$ cat src/rtl/uart_program_loader.sv
// Program loader: pulls a program image from the UART RX FIFO into instruction memory while holding the pipeline.
// Optional trailing checksum byte enabled with `define LOADER_CHECKSUM_EN.
module uart_program_loader #(
    parameter int          ADDR_W    = 8,
    parameter logic [7:0]  START_CMD = 8'h4C,
    parameter logic [7:0]  ACK_BYTE  = 8'h06,
    parameter logic [7:0]  NAK_BYTE  = 8'h15
) (
    input  logic              clock,
    input  logic              reset,
    input  logic [7:0]        uartFifoDataIn,
    input  logic              uartDataAvailable,
    output logic              readFifoFlag,
    output logic [7:0]        dataToUartOutFifo,
    output logic              writeFifoFlag,
    output logic              imemWe,
    output logic [ADDR_W-1:0] imemAddr,
    output logic [31:0]       imemData,
    output logic              pipeHold,
    output logic              loadDone,
    output logic              loadError,
    output logic [ADDR_W:0]   wordCount
);

    // Internal counter is at least 9 bits so any N byte is reachable even when ADDR_W < 8.
    localparam int CNT_W = (ADDR_W + 1 > 9) ? ADDR_W + 1 : 9;

    typedef enum logic [2:0] {
        S_IDLE, S_COUNT, S_BYTE, S_WRITE, S_CSUM, S_REPLY, S_DONE
    } state_t;

    state_t             state_q, state_d;
    logic               rd_q, rd_d;
    logic [31:0]        word_q, word_d;
    logic [1:0]         byte_idx_q, byte_idx_d;
    logic [ADDR_W-1:0]  addr_q, addr_d;
    logic [CNT_W-1:0]   cnt_q, cnt_d;
    logic [CNT_W-1:0]   target_q, target_d;
`ifdef LOADER_CHECKSUM_EN
    logic [7:0]         csum_q, csum_d;
    logic               err_q, err_d;
`endif

    logic receiving;
    logic take;

    always_ff @(posedge clock or posedge reset) begin
        if (reset) begin
            state_q    <= S_IDLE;
            rd_q       <= 1'b0;
            word_q     <= '0;
            byte_idx_q <= '0;
            addr_q     <= '0;
            cnt_q      <= '0;
            target_q   <= '0;
`ifdef LOADER_CHECKSUM_EN
            csum_q     <= '0;
            err_q      <= 1'b0;
`endif
        end else begin
            state_q    <= state_d;
            rd_q       <= rd_d;
            word_q     <= word_d;
            byte_idx_q <= byte_idx_d;
            addr_q     <= addr_d;
            cnt_q      <= cnt_d;
            target_q   <= target_d;
`ifdef LOADER_CHECKSUM_EN
            csum_q     <= csum_d;
            err_q      <= err_d;
`endif
        end
    end

    // A byte is consumed on the edge that raises readFifoFlag; the flag-high cycle is the mandatory gap.
    always_comb begin
        receiving  = (state_q == S_IDLE) || (state_q == S_COUNT) || (state_q == S_BYTE) ||
                     (state_q == S_CSUM) || (state_q == S_DONE);
        take       = receiving && uartDataAvailable && !rd_q;
        state_d    = state_q;
        rd_d       = take;
        word_d     = word_q;
        byte_idx_d = byte_idx_q;
        addr_d     = addr_q;
        cnt_d      = cnt_q;
        target_d   = target_q;
`ifdef LOADER_CHECKSUM_EN
        csum_d     = csum_q;
        err_d      = err_q;
`endif
        case (state_q)
            S_IDLE, S_DONE: begin
                if (take && uartFifoDataIn == START_CMD) begin
                    state_d = S_COUNT;
                    cnt_d   = '0;
`ifdef LOADER_CHECKSUM_EN
                    csum_d  = '0;
                    err_d   = 1'b0;
`endif
                end
            end
            S_COUNT: begin
                if (take) begin
                    target_d   = (uartFifoDataIn == 8'h00) ? (CNT_W'(1) << ADDR_W)
                                                           : CNT_W'(uartFifoDataIn);
                    addr_d     = '0;
                    byte_idx_d = '0;
                    state_d    = S_BYTE;
                end
            end
            S_BYTE: begin
                if (take) begin
                    word_d     = {word_q[23:0], uartFifoDataIn};
                    byte_idx_d = byte_idx_q + 2'd1;
`ifdef LOADER_CHECKSUM_EN
                    csum_d     = csum_q ^ uartFifoDataIn;
`endif
                    if (byte_idx_q == 2'd3) begin
                        state_d = S_WRITE;
                    end
                end
            end
            S_WRITE: begin
                addr_d = addr_q + ADDR_W'(1);
                cnt_d  = cnt_q + CNT_W'(1);
                if (cnt_q + CNT_W'(1) == target_q) begin
`ifdef LOADER_CHECKSUM_EN
                    state_d = S_CSUM;
`else
                    state_d = S_REPLY;
`endif
                end else begin
                    state_d = S_BYTE;
                end
            end
`ifdef LOADER_CHECKSUM_EN
            S_CSUM: begin
                if (take) begin
                    err_d   = (uartFifoDataIn != csum_q);
                    state_d = S_REPLY;
                end
            end
`endif
            S_REPLY: state_d = S_DONE;
            default: state_d = S_IDLE;
        endcase
    end

    always_comb begin
        readFifoFlag      = rd_q;
        imemWe            = (state_q == S_WRITE);
        imemAddr          = addr_q;
        imemData          = word_q;
        wordCount         = cnt_q[ADDR_W:0];
        pipeHold          = (state_q == S_COUNT) || (state_q == S_BYTE) || (state_q == S_WRITE) ||
                            (state_q == S_CSUM)  || (state_q == S_REPLY);
        loadDone          = (state_q == S_DONE);
        writeFifoFlag     = (state_q == S_REPLY);
        dataToUartOutFifo = '0;
`ifdef LOADER_CHECKSUM_EN
        loadError         = err_q;
        if (state_q == S_REPLY) begin
            dataToUartOutFifo = err_q ? NAK_BYTE : ACK_BYTE;
        end
`else
        loadError         = 1'b0;
        if (state_q == S_REPLY) begin
            dataToUartOutFifo = ACK_BYTE;
        end
`endif
    end

endmodule

$ cat config.mk
export PLATFORM = sky130hd
export DESIGN_NAME = uart_program_loader
export DESIGN_NICKNAME = d
export VERILOG_FILES = /design/src/rtl/uart_program_loader.sv
export SDC_FILE = /design/constraint.sdc
export NUM_CORES = 1
export LEC_CHECK = 0
export BUFFER_PORTS_ARGS = -buffer_cell sky130_fd_sc_hd__buf_4
export CAP_MARGIN = 5
export CORE_MARGIN = 10
export CORE_UTILIZATION = 55
export CTS_BUF_LIST = sky130_fd_sc_hd__clkbuf_8
export DETAILED_ROUTE_END_ITERATION = 7
export PLACE_DENSITY_LB_ADDON = 0.1
export SLEW_MARGIN = 0
export SYNTH_ARGS = -nofsm -noshare
export SYNTH_HDL_FRONTEND = slang
export SYNTH_SLANG_ARGS = --single-unit
$ cat constraint.sdc
create_clock -name clock -period 2.53 [get_ports clock]
set_clock_uncertainty 0.2 [all_clocks]
set_input_delay 0.253 -clock clock [delete_from_list [all_inputs] [get_ports clock]]
set_output_delay 0.253 -clock clock [all_outputs]
set_load 0.05 [all_outputs]
==> flow_summary.toml <==
[status]
status = "finished, final reports clean"

[clocking]
htree_levels = 3
clkSlewWorstSetupHoldPaths_ns = 0.08
cts_buffers = 9
ctsResizeCount = 0
clk_path_buf_depth = 2
cts_sinks = 64
cts_root_buf = "clkbuf_8"
clkLatencyLatePin_ns = 0.34
cts_tree = "done"

[layout]
num-nets-final = 371
syn_to_final_growth_pct = 26.2
drive_gt1_share_pct = 37.8
diodes = 0

[power]
ir_worst_vdd_mv = 1.20
p_sw_share_pct = 48.7
p_sw_mw = 2.97
p_per_area_nw_per_um2 = 1550
p_total_mw = 6.08
p_clk_share_pct = 14.5
leakagePower_nw = 1.82
power_frac_seq_pct = 31.3
p_int_mw = 3.12
power_frac_comb_pct = 54.2

[floorplanning]
core_area_um2 = 5510
fp.dieW_um = 95.2
start_util_pct = 56.6
die-height_um = 95.2
rows = 27
die_area_um2 = 9070
pin_count = 74

[placement]
dpl.hpwl_mm = 5.06
port_buffers = 66
gp_congestion = 0.859

[timing]
fin_tns_setup_ns = 0
min_period_ns = 2.42
tightest_slew_ns = 0.660
max_slew_margin_pct = 56.0
slew_violations = 0
rsz0062_at_grt = "false"
period_share_pct = 95.5
finalHoldViolCount = 0
fmax_mhz = 414
setup_violations = 0

[detailed_routing]
routed_wl_mm = 7.36
ant_nets = 0
wl_per_cell_um = 17.0
drc_errors = 0
via_per_inst = 5.58
via_count = 2422
drt_iter0_markers = 149
drt-pass1-iter-count = 4

[worst_setup_path]
critPathMaxFanout = 9
end_kind = "flip-flop"
required_ns = 2.55
crit_arrival_ns = 2.44
critPathKind = "in2reg"
critPathLaunchType = "primary input"

[synthesis]
yosys_most_used_dff = "dfrtp_1"
yosys-top-cells-count = "dfrtp_1, mux2_2, o21ai_0"
synth_seq_cells = 64
synth_top_area_cell = "dfrtp_1"
netlist_top_cells_area = "dfrtp_1, mux2_2, o21ai_0, nand3_1, xnor2_1"
syn_avg_cell_area_um2 = 11.1
synth_top_area_share_pct = 51.4
netlist_area_um2 = 3110
yosysSeqAreaShare_pct = 51.4
ys_types = 47
synth_edf_count = 0
synth-async-reset-ratio_pct = 100
yosysMostFrequentCell = "dfrtp_1"
yosys_warnings = 0
netlist_instances = 281

[grt]
grt_pass1_wl_mm = 12.2
gr-total-overflow = 0
antenna_found_initial = 0
grt_pass1_vias = 2480
grt_max_degree = 65
grt_use_total_pct = 17.1

[min_path]
hp-class = "in2reg"

[job]
maxCapViolCount = 0
cells in the final DEF, fill, tap and decap left out, types with 5 or more instances in the layout:
cell | Yosys | layout
a21oi_1 | 9 | 9
buf_4 | 9 | 72
clkbuf_8 | 0 | 10
conb_1 | 1 | 7
dfrtp_1 | 64 | 64
dlygate4sd3_1 | 0 | 9
mux2_2 | 40 | 40
nand2_1 | 17 | 17
nand3_1 | 14 | 14
nand4_1 | 6 | 6
nor2_1 | 13 | 13
nor2b_1 | 5 | 5
nor3_1 | 5 | 5
o21ai_0 | 26 | 26
xnor2_1 | 8 | 8
final cells by class:
type,instances,area (um2)
clock buffers,10,138
clock inverters,6,58.8
fillers,404,1580
inverters,4,15.0
multi-input cells,196,1380
flip-flops and latches,64,1600
well taps,72,90.1
repair buffers,82,651
metrics by stage:
stage | hold WS (ns) | setup WS [ns] | area, um2 | utilization (%) | cells
detailed placement | 0.161 | 0.196 | 3640 | 66.2 | 409
finish | 0.0887 | 0.113 | 3930 | 71.4 | 434
global placement | 0.156 | 0.298 | 3640 | 66.2 | 409
global route | 0.120 | 0.0107 | 3930 | 71.4 | 434
CTS | 0.0758 | 0.158 | 3930 | 71.4 | 434
floorplan | 0.203 | 0.0325 | 3140 | - | 287
sequential cells by signal, indices dropped and copies added (netlist names):
name          flops
byte_idx_q        2
readFifoFlag      1
state_q           3
target_q          9
wordCount         9
imemData         32
imemAddr          8
kinds of logic after synthesis:
group                      share of synthesized area [%]
buffers and inverters                               5.10
adders and majority gates                           1.21
and+or+nand+nor                                     12.9
xor gates and xnor gates                            3.09
DFF                                                 51.4
other                                              0.120
muxes                                               14.5
AOI/OAI and AO/OA                                   11.7
final timing paths:
path / slack [ns] / cells past startpoint / to / startpoint
min reg2reg: 0.29 / 1 / imemAddr[7] / imemAddr[7]
min in group asynchronous: 0.35 / 4 / imemData[29] / reset
max: 0.11 / 7 / wordCount[5] / uartFifoDataIn[1]
max in group asynchronous: 1.51 / 4 / imemAddr[6] / reset
min: 0.09 / 3 / readFifoFlag / uartDataAvailable
max reg2reg: 0.17 / 6 / state_q[1] / wordCount[1]
worst max-delay path, cell delays in order:
cell and delay, ns:
dlygate4sd3_1 0.54, buf_4 0.14, or4_1 0.54, nor3_1 0.31
a21oi_1 0.29, o21ai_0 0.25, o31ai_1 0.11
metal layers:
metal  vias up  GRT usage (%)  part of all wire [%]  routed length [um]
met4         0           6.23                   1.1                  78
met5         -              0                     0                   0
met3         9           6.36                   6.9                 505
met2        78           27.4                    50                3650
li1       1152              -                     -                   -
met1      1183           20.5                    43                3130
power groups by stage:
stage | registers, mW | clock network [mW] | logic (mW)
2_1_floorplan | 3.01 | 0 | 1.23
3_3_place_gp | 1.89 | 0 | 3.27
3_5_place_dp | 1.92 | 0 | 3.30
4_1_cts | 1.90 | 0.894 | 3.33
5_1_grt | 1.98 | 0.948 | 3.50
6_report | 1.91 | 0.883 | 3.30
timing repair:
action | 4_1_cts | 5_1_grt
hold buffers | 9 | 0
setup endpoints to repair | 0 | 0
hold endpoints to repair | 80 | 0
buffers inserted | 0 | 0
(Power assumes the default switching activity.)
